`src/rtl/eth_hdr_pkg.sv`:
```
// Shared constants and types for the 10G Ethernet receive header parser.
package eth_hdr_pkg;

  localparam int BEAT_BYTES    = 8;
  localparam int HEAD_BYTES    = 42;
  localparam int HEAD_BEATS    = 6;
  localparam int PAYLOAD_BYTES = 6;
  localparam int CNT_W         = 3;

  // HEAD: collecting header beats; SKIP: discarding the rest of the frame.
  typedef enum logic {
    HEAD = 1'b0,
    SKIP = 1'b1
  } state_e;

endpackage

```
`src/rtl/eth_lane_to_be.sv`:
```
// Reorders an 8-lane stream beat (lane 0 = earliest byte) into big-endian
// byte order so lane 0 lands in the most significant byte.
module eth_lane_to_be
  import eth_hdr_pkg::*;
(
  input  logic [BEAT_BYTES*8-1:0] lanes_i,
  output logic [BEAT_BYTES*8-1:0] be_o
);

  for (genvar gi = 0; gi < BEAT_BYTES; gi++) begin : g_lane
    assign be_o[(BEAT_BYTES-1-gi)*8 +: 8] = lanes_i[gi*8 +: 8];
  end

endmodule

```
`src/rtl/eth_header_receiver.sv`:
```
// Front-end header capture for the 10G Ethernet receive path.
// Captures frame bytes 0..41 big-endian plus the six trailing bytes of the
// sixth beat as early payload, and pulses o_data_head_valid when complete.
// Optional: define ETH_HDR_RUNT_FLAG_EN to add the o_hdr_runt pulse output.
module eth_header_receiver
  import eth_hdr_pkg::*;
#(
  parameter int DATA_W     = 64,
  parameter int HEAD_BYTES = 42
) (
  input  logic                      i_clk,
  input  logic                      i_reset,
  input  logic                      i_rx_axis_tvalid,
  input  logic [DATA_W-1:0]         i_rx_axis_tdata,
  input  logic                      i_rx_axis_tlast,
  input  logic [DATA_W/8-1:0]       i_rx_axis_tkeep,
  output logic [HEAD_BYTES*8-1:0]   o_data_head,
  output logic                      o_data_head_valid,
  output logic                      o_data_head_frame_payload_valid,
  output logic [PAYLOAD_BYTES*8-1:0] o_data_head_frame_payload,
  output logic [PAYLOAD_BYTES-1:0]  o_data_head_frame_payload_keep
`ifdef ETH_HDR_RUNT_FLAG_EN
  ,
  output logic                      o_hdr_runt
`endif
);

  localparam logic [CNT_W-1:0] LAST_HEAD_BEAT = CNT_W'(HEAD_BEATS - 1);

  state_e                     state_q;
  logic [CNT_W-1:0]           cnt_q;
  logic [HEAD_BYTES*8-1:0]    head_q;
  logic                       head_valid_q;
  logic                       payload_valid_q;
  logic [PAYLOAD_BYTES*8-1:0] payload_q;
  logic [PAYLOAD_BYTES-1:0]   keep_q;
  logic [DATA_W-1:0]          beat_be;
  logic                       unused_keep_lo;
`ifdef ETH_HDR_RUNT_FLAG_EN
  logic                       runt_q;
`endif

  // Only lanes 2..7 of the sixth beat carry payload enables; lanes 0..1
  // are always header bytes and their keep bits carry no information.
  assign unused_keep_lo = ^i_rx_axis_tkeep[1:0];

  eth_lane_to_be u_lane_to_be (
    .lanes_i (i_rx_axis_tdata),
    .be_o    (beat_be)
  );

  // Beat-counting FSM: fills the header for beats 0..5, then skips to tlast.
  always_ff @(posedge i_clk or posedge i_reset) begin
    if (i_reset) begin
      state_q         <= HEAD;
      cnt_q           <= '0;
      head_q          <= '0;
      head_valid_q    <= 1'b0;
      payload_valid_q <= 1'b0;
      payload_q       <= '0;
      keep_q          <= '0;
`ifdef ETH_HDR_RUNT_FLAG_EN
      runt_q          <= 1'b0;
`endif
    end else begin
      head_valid_q    <= 1'b0;
      payload_valid_q <= 1'b0;
`ifdef ETH_HDR_RUNT_FLAG_EN
      runt_q          <= 1'b0;
`endif
      if (i_rx_axis_tvalid) begin
        case (state_q)
          HEAD: begin
            if (cnt_q == LAST_HEAD_BEAT) begin
              // Lanes 0..1 close the header; lanes 2..7 are early payload.
              head_q[15:8]    <= i_rx_axis_tdata[7:0];
              head_q[7:0]     <= i_rx_axis_tdata[15:8];
              payload_q       <= i_rx_axis_tdata[DATA_W-1:16];
              keep_q          <= i_rx_axis_tkeep[DATA_W/8-1:2];
              payload_valid_q <= |i_rx_axis_tkeep[DATA_W/8-1:2];
              head_valid_q    <= 1'b1;
              cnt_q           <= '0;
              state_q         <= i_rx_axis_tlast ? HEAD : SKIP;
            end else begin
              // Full beats land whole; tkeep is deliberately ignored here.
              for (int k = 0; k < HEAD_BEATS - 1; k++) begin
                if (cnt_q == CNT_W'(k)) begin
                  head_q[HEAD_BYTES*8-1-k*BEAT_BYTES*8 -: BEAT_BYTES*8] <= beat_be;
                end
              end
              if (i_rx_axis_tlast) begin
                cnt_q <= '0;
`ifdef ETH_HDR_RUNT_FLAG_EN
                runt_q <= 1'b1;
`endif
              end else begin
                cnt_q <= cnt_q + 1'b1;
              end
            end
          end
          SKIP: begin
            if (i_rx_axis_tlast) begin
              state_q <= HEAD;
            end
          end
          default: state_q <= HEAD;
        endcase
      end
    end
  end

  assign o_data_head                     = head_q;
  assign o_data_head_valid               = head_valid_q;
  assign o_data_head_frame_payload_valid = payload_valid_q;
  assign o_data_head_frame_payload       = payload_q;
  assign o_data_head_frame_payload_keep  = keep_q;
`ifdef ETH_HDR_RUNT_FLAG_EN
  assign o_hdr_runt                      = runt_q;
`endif

endmodule

```
`config.mk`:
```
export PLATFORM = sky130hd
export DESIGN_NAME = eth_header_receiver
export DESIGN_NICKNAME = d
export VERILOG_FILES = /design/src/rtl/eth_hdr_pkg.sv /design/src/rtl/eth_lane_to_be.sv /design/src/rtl/eth_header_receiver.sv
export SDC_FILE = /design/constraint.sdc
export NUM_CORES = 1
export LEC_CHECK = 0
export ABC_AREA = 1
export BUFFER_PORTS_ARGS = -buffer_cell sky130_fd_sc_hd__buf_2
export CAP_MARGIN = 10
export CORE_ASPECT_RATIO = 1.5
export CORE_MARGIN = 4
export CORE_UTILIZATION = 34
export DETAILED_ROUTE_END_ITERATION = 6
export MAX_ROUTING_LAYER = met4
export PLACE_DENSITY_LB_ADDON = 0.05
export SETUP_SLACK_MARGIN = 0.5
export SLEW_MARGIN = 20
export SYNTH_ARGS = -nofsm -noshare
export SYNTH_HDL_FRONTEND = slang
export SYNTH_SLANG_ARGS = --single-unit
```
`constraint.sdc`:
```
create_clock -name i_clk -period 21.1 [get_ports i_clk]
set_input_delay 3.165 -clock i_clk [delete_from_list [all_inputs] [get_ports i_clk]]
set_output_delay 3.165 -clock i_clk [all_outputs]
set_load 0.02 [all_outputs]
```
Word-level counts from Yosys, hierarchy flattened
Index checks and enable logic that the tools add are counted.

Register bits: 396. Output and inout port bits: 392.

$add $sub $neg: 1. Equality and inequality tests: 5. Muxes and demuxes: 11. Bitwise operators: 2. Reduce and logical (&&, ||, !) cells: 9.

Operators by type and width (number): $reduce_and A4 Y1 (5); $mux W1 (8); $eq A3 B2 Y1 const B (2); $eq A3 B3 Y1 const B (2); $mux W3 (2); $reduce_or A6 Y1 (1); $add A3 B1 Y3 const B (1); $eq A3 B1 Y1 const B (1); $logic_not A3 Y1 (1); $reduce_and A3 Y1 (1); $not A1 Y1 (2); $pmux W1 S2 (1); $reduce_and A2 Y1 (1).

Depth between registers and ports, before layout
Word-level depth: 4. Depth in mapped cells: 9.

By module
From an unflattened synthesis, not the netlist that was laid out.

Cell total of the unflattened synthesis: 1642. Area, all modules: 15408.5 µm².

Modules (own cells, without submodules): eth_header_receiver (times used 1, cells an instance 1578, area an instance 14928.1 µm²); eth_lane_to_be (times used 1, cells an instance 64, area an instance 480.5 µm²).

Worst setup path after synthesis
No wires, ideal clock.

Kind: input to register. Start: input i_rx_axis_tvalid. End: register head_q[138] (netlist: o_data_head[138]). Arrival: 3.950 ns. Required time: 20.983 ns. Slack: 17.033 ns. Stages: 7. Buffers on the path: 2. Cell sequence: buf_6 -> inv_1 -> nor2_4 -> nand3_2 -> buf_4 -> nand2_1 -> nand2_1.

Word-level cells in the longest chain between the ends: 1.

RTL lines: from (decl) (RTL line eth_header_receiver.sv:13) `input logic i_rx_axis_tvalid,`; $reduce_and A4 Y1 (no source line); to (signal, indexed assignment) (RTL line eth_header_receiver.sv:88) `head_q[HEAD_BYTES*8-1-k*BEAT_BYTES*8 -: BEAT_BYTES*8] <= beat_be;`; to (decl) (RTL line eth_header_receiver.sv:32) `logic [HEAD_BYTES*8-1:0] head_q;`.

No other way between the ends. A chain may end at the register's enable or synchronous reset.

Worst setup path in the final report
Start: input i_rx_axis_tvalid. End: register keep_q[0] (netlist: o_data_head_frame_payload_keep[0]).

Word-level cells in the longest chain between the ends: 1.

RTL lines: $reduce_and A3 Y1 (no source line); to (signal assigned) (RTL line eth_header_receiver.sv:79) `keep_q <= i_rx_axis_tkeep[DATA_W/8-1:2];`; to (decl) (RTL line eth_header_receiver.sv:36) `logic [PAYLOAD_BYTES-1:0] keep_q;`.

No other way between the ends.

==> metrics <==
# hold bufs at CTS 0; port bufs 465; RePlAce Congestion 0.823; Max Slew Vio Count 0; Post-CTS Setup Repair Bufs 0; switch share 41.5%; setup tns final 0 ns; DR WL met2 24400 um; sequential share of power 39.7%; clk sinks 396; Clock Latency Late Sink 0.52 ns; Fmax 199 MHz; commonest non-fill, non-tap cell in the layout nand2_1; outcome finished clean; part of the power in the clock network 21.9%; DRC viols 0; global-route wire length before repair 74000 um; slowest cell delay on critical path 0.71 ns; vias in the first global route 11776; top cells by area, synth dfrtp_1, nand2_1, o21ai_0, inv_1, buf_6; CP Capture Type flip-flop; Worst slew margin 30.7%; vias per cell 4.58; WL per Instance 19.1 um; Top cell by count, worst path nand2_1; Min-Delay Path Class reg2reg; Leakage 10.3 nW; Tcrit/Tclk final 23.8%; Initial Util 34.5%; Layout area overhead 26.1%; Nets 2026; Slew @ Worst Pin 1.04 ns; area of the core 0.0431 sq mm; Critical Path Fanout Max 71; first drt pass iteration count 4; post-CTS sizing 0; CP Launch Type input pin; Arr. time, crit path 5.43 ns; share of cells above drive strength 1 27.7%; combinational power share 38.4%; Cell Area, Synth 0.0149 sq mm; largest net degree at the start of global routing 143; P_sw 1.32 mW; die width 179 um; Synth Net Count 1596; Setup Skew 0.00800 ns; total CTS buffers 41; Tot GR Track Use 20.9%; final core utilization 43.5%; maximum vdd drop 0.0671 mV; delay-heaviest family, CP buffers and inverters; total congestion overflow 0; Final min period 5.02 ns; DP Wirelength 33300 um; Clock Tree Root clkbuf_16; Die ar. 0.0472 sq mm; synthesized area per cell 9.80 sq um; post-synth top area cell dfrtp_1; RSZ-0062 raised after global routing false; MaxCap Viol Count 0; Hold Vio Cnt, Final 0; Fillers 4419; Post-Route WL 48600 um; Max Root-Sink Buffers 3; Buffers & Inverters on Critical Path 4; top layer in use met4; Power per Cell Area 170 mW/mm^2; Seq/Total Area, Yosys 66.7%; CTS tree done; antenna-violating nets left 0; crit path kind in2reg; initial antenna violation count 3; share of the synthesized area in the top cell type 66.7%; CTS clk-pin slew, worst paths 0.06 ns; # rows 93; post-synthesis cell count 1515; number of distinct library cells after synthesis 21; CP Cell Sequence buf_2, inv_1, nor2_4, nand2_4, buf_4, clkinv_1, nand2_1, nand2_1; internal power 1.86 mW; Vias 11640; M1 WL 19000 um; I/O pin cnt 468; Slowest cell on crit path buf_4; most frequent cells in the layout nand2_1, buf_2, dfrtp_1; DRT iter0 DRCs 675; Finish-stage setup viols 0; htree depth 2; metal3 WL 3430 um; Die Y 264 um; flop and latch count out of synthesis 396; yosys warns 0; critical path required time 21.51 ns
==> layout make-up <==
| cell class | instances | area [sq um] | area share, % |
|---|---|---|---|
| inverter | 77 | 302 | 1.61 |
| multi-input combinational | 953 | 4130 | 22.1 |
| clock buffer | 59 | 1160 | 6.21 |
| antenna | 3 | 7.51 | 0.0401 |
| clock inverter | 9 | 95.1 | 0.508 |
| sequential | 396 | 9910 | 52.9 |
| timing repair buffer | 476 | 2410 | 12.9 |
| tap | 570 | 713 | 3.81 |
==> power by group through the flow <==
stage | sequential [mW] | combinational (mW) | clock (mW)
5_1_grt | 1.30 | 1.33 | 0.750
4_1_cts | 1.26 | 1.25 | 0.717
6_report | 1.26 | 1.22 | 0.696
3_5_place_dp | 1.27 | 1.25 | 0
3_3_place_gp | 1.26 | 1.23 | 0
2_1_floorplan | 1.69 | 0.285 | 0
==> registers in the layout, indices dropped and copies added (netlist names) <==
signal and count:
o_data_head 336, o_data_head_frame_payload 48, o_data_head_frame_payload_keep 6, cnt_q 3, o_data_head_frame_payload_valid 1, o_data_head_valid 1
state_q 1
==> worst min-delay path, stage by stage, from the launching register on <==
cell     delay, ns
dfrtp_1       0.33
nand2_1       0.05
nand2_1       0.05
==> cell usage after synthesis <==
cell and n:
a21oi_1 1, buf_2 25, buf_4 3, buf_6 24, clkbuf_1 32, clkbuf_2 5
clkinv_1 1, dfrtp_1 396, ha_1 5, inv_1 75, inv_2 1, nand2_1 606
nand2_2 1, nand2_4 2, nand3_1 5, nand3_2 1, nor2_1 5, nor2_4 2
nor2_8 1, o21ai_0 320, o21ai_1 4
==> per-layer routing <==
layer	vias to the layer above	track usage (%)
li1	5648	-
met1	5581	24.4
met2	327	34.9
met3	84	5.40
met4	0	6.93
met5	-	-
==> through the flow <==
| stage | instances | worst slack, ns | hold WS [ns] | total power [mW] | cell area [sq um] |
|---|---|---|---|---|---|
| 3_3_place_gp | 2472 | 15.19 | 0.449 | 2.50 | 17500 |
| 5_1_grt | 2543 | 15.72 | 0.485 | 3.38 | 18700 |
| 6_report | 2543 | 16.08 | 0.465 | 3.18 | 18700 |
| 4_1_cts | 2540 | 15.80 | 0.467 | 3.23 | 18700 |
| 3_5_place_dp | 2472 | 15.22 | 0.453 | 2.52 | 17500 |
| 2_1_floorplan | 1515 | 6.92 | 0.503 | 1.97 | 14900 |
==> kinds of logic after synthesis <==
kind of cell / after synthesis / share of synthesized area, %
AND/OR/NAND/NOR: 623 / 16.2
flip-flops: 396 / 66.7
AO/OA/AOI/OAI: 325 / 11.0
buffers and inverters: 166 / 5.74
adder cells (fa/ha/maj): 5 / 0.421
==> worst paths after layout <==
kind / start / end / slack, ns / cells after the start
max in group asynchronous: i_reset / o_data_head_frame_payload[29]$_DFFE_PP0P_ / 16.16 / 4
worst min register to register: o_data_head[107]$_DFFE_PP0P_ / o_data_head[107]$_DFFE_PP0P_ / 0.46 / 2
min in group asynchronous: i_reset / o_data_head[127]$_DFFE_PP0P_ / 2.73 / 2
worst min-delay path: o_data_head[107]$_DFFE_PP0P_ / o_data_head[107]$_DFFE_PP0P_ / 0.46 / 2
worst max register to register: cnt_q[1]$_DFFE_PP0N_ / o_data_head[137]$_DFFE_PP0P_ / 17.85 / 8
worst max-delay path: i_rx_axis_tvalid / o_data_head_frame_payload_keep[0]$_DFFE_PP0P_ / 16.08 / 8
(Power assumes the default switching activity.)
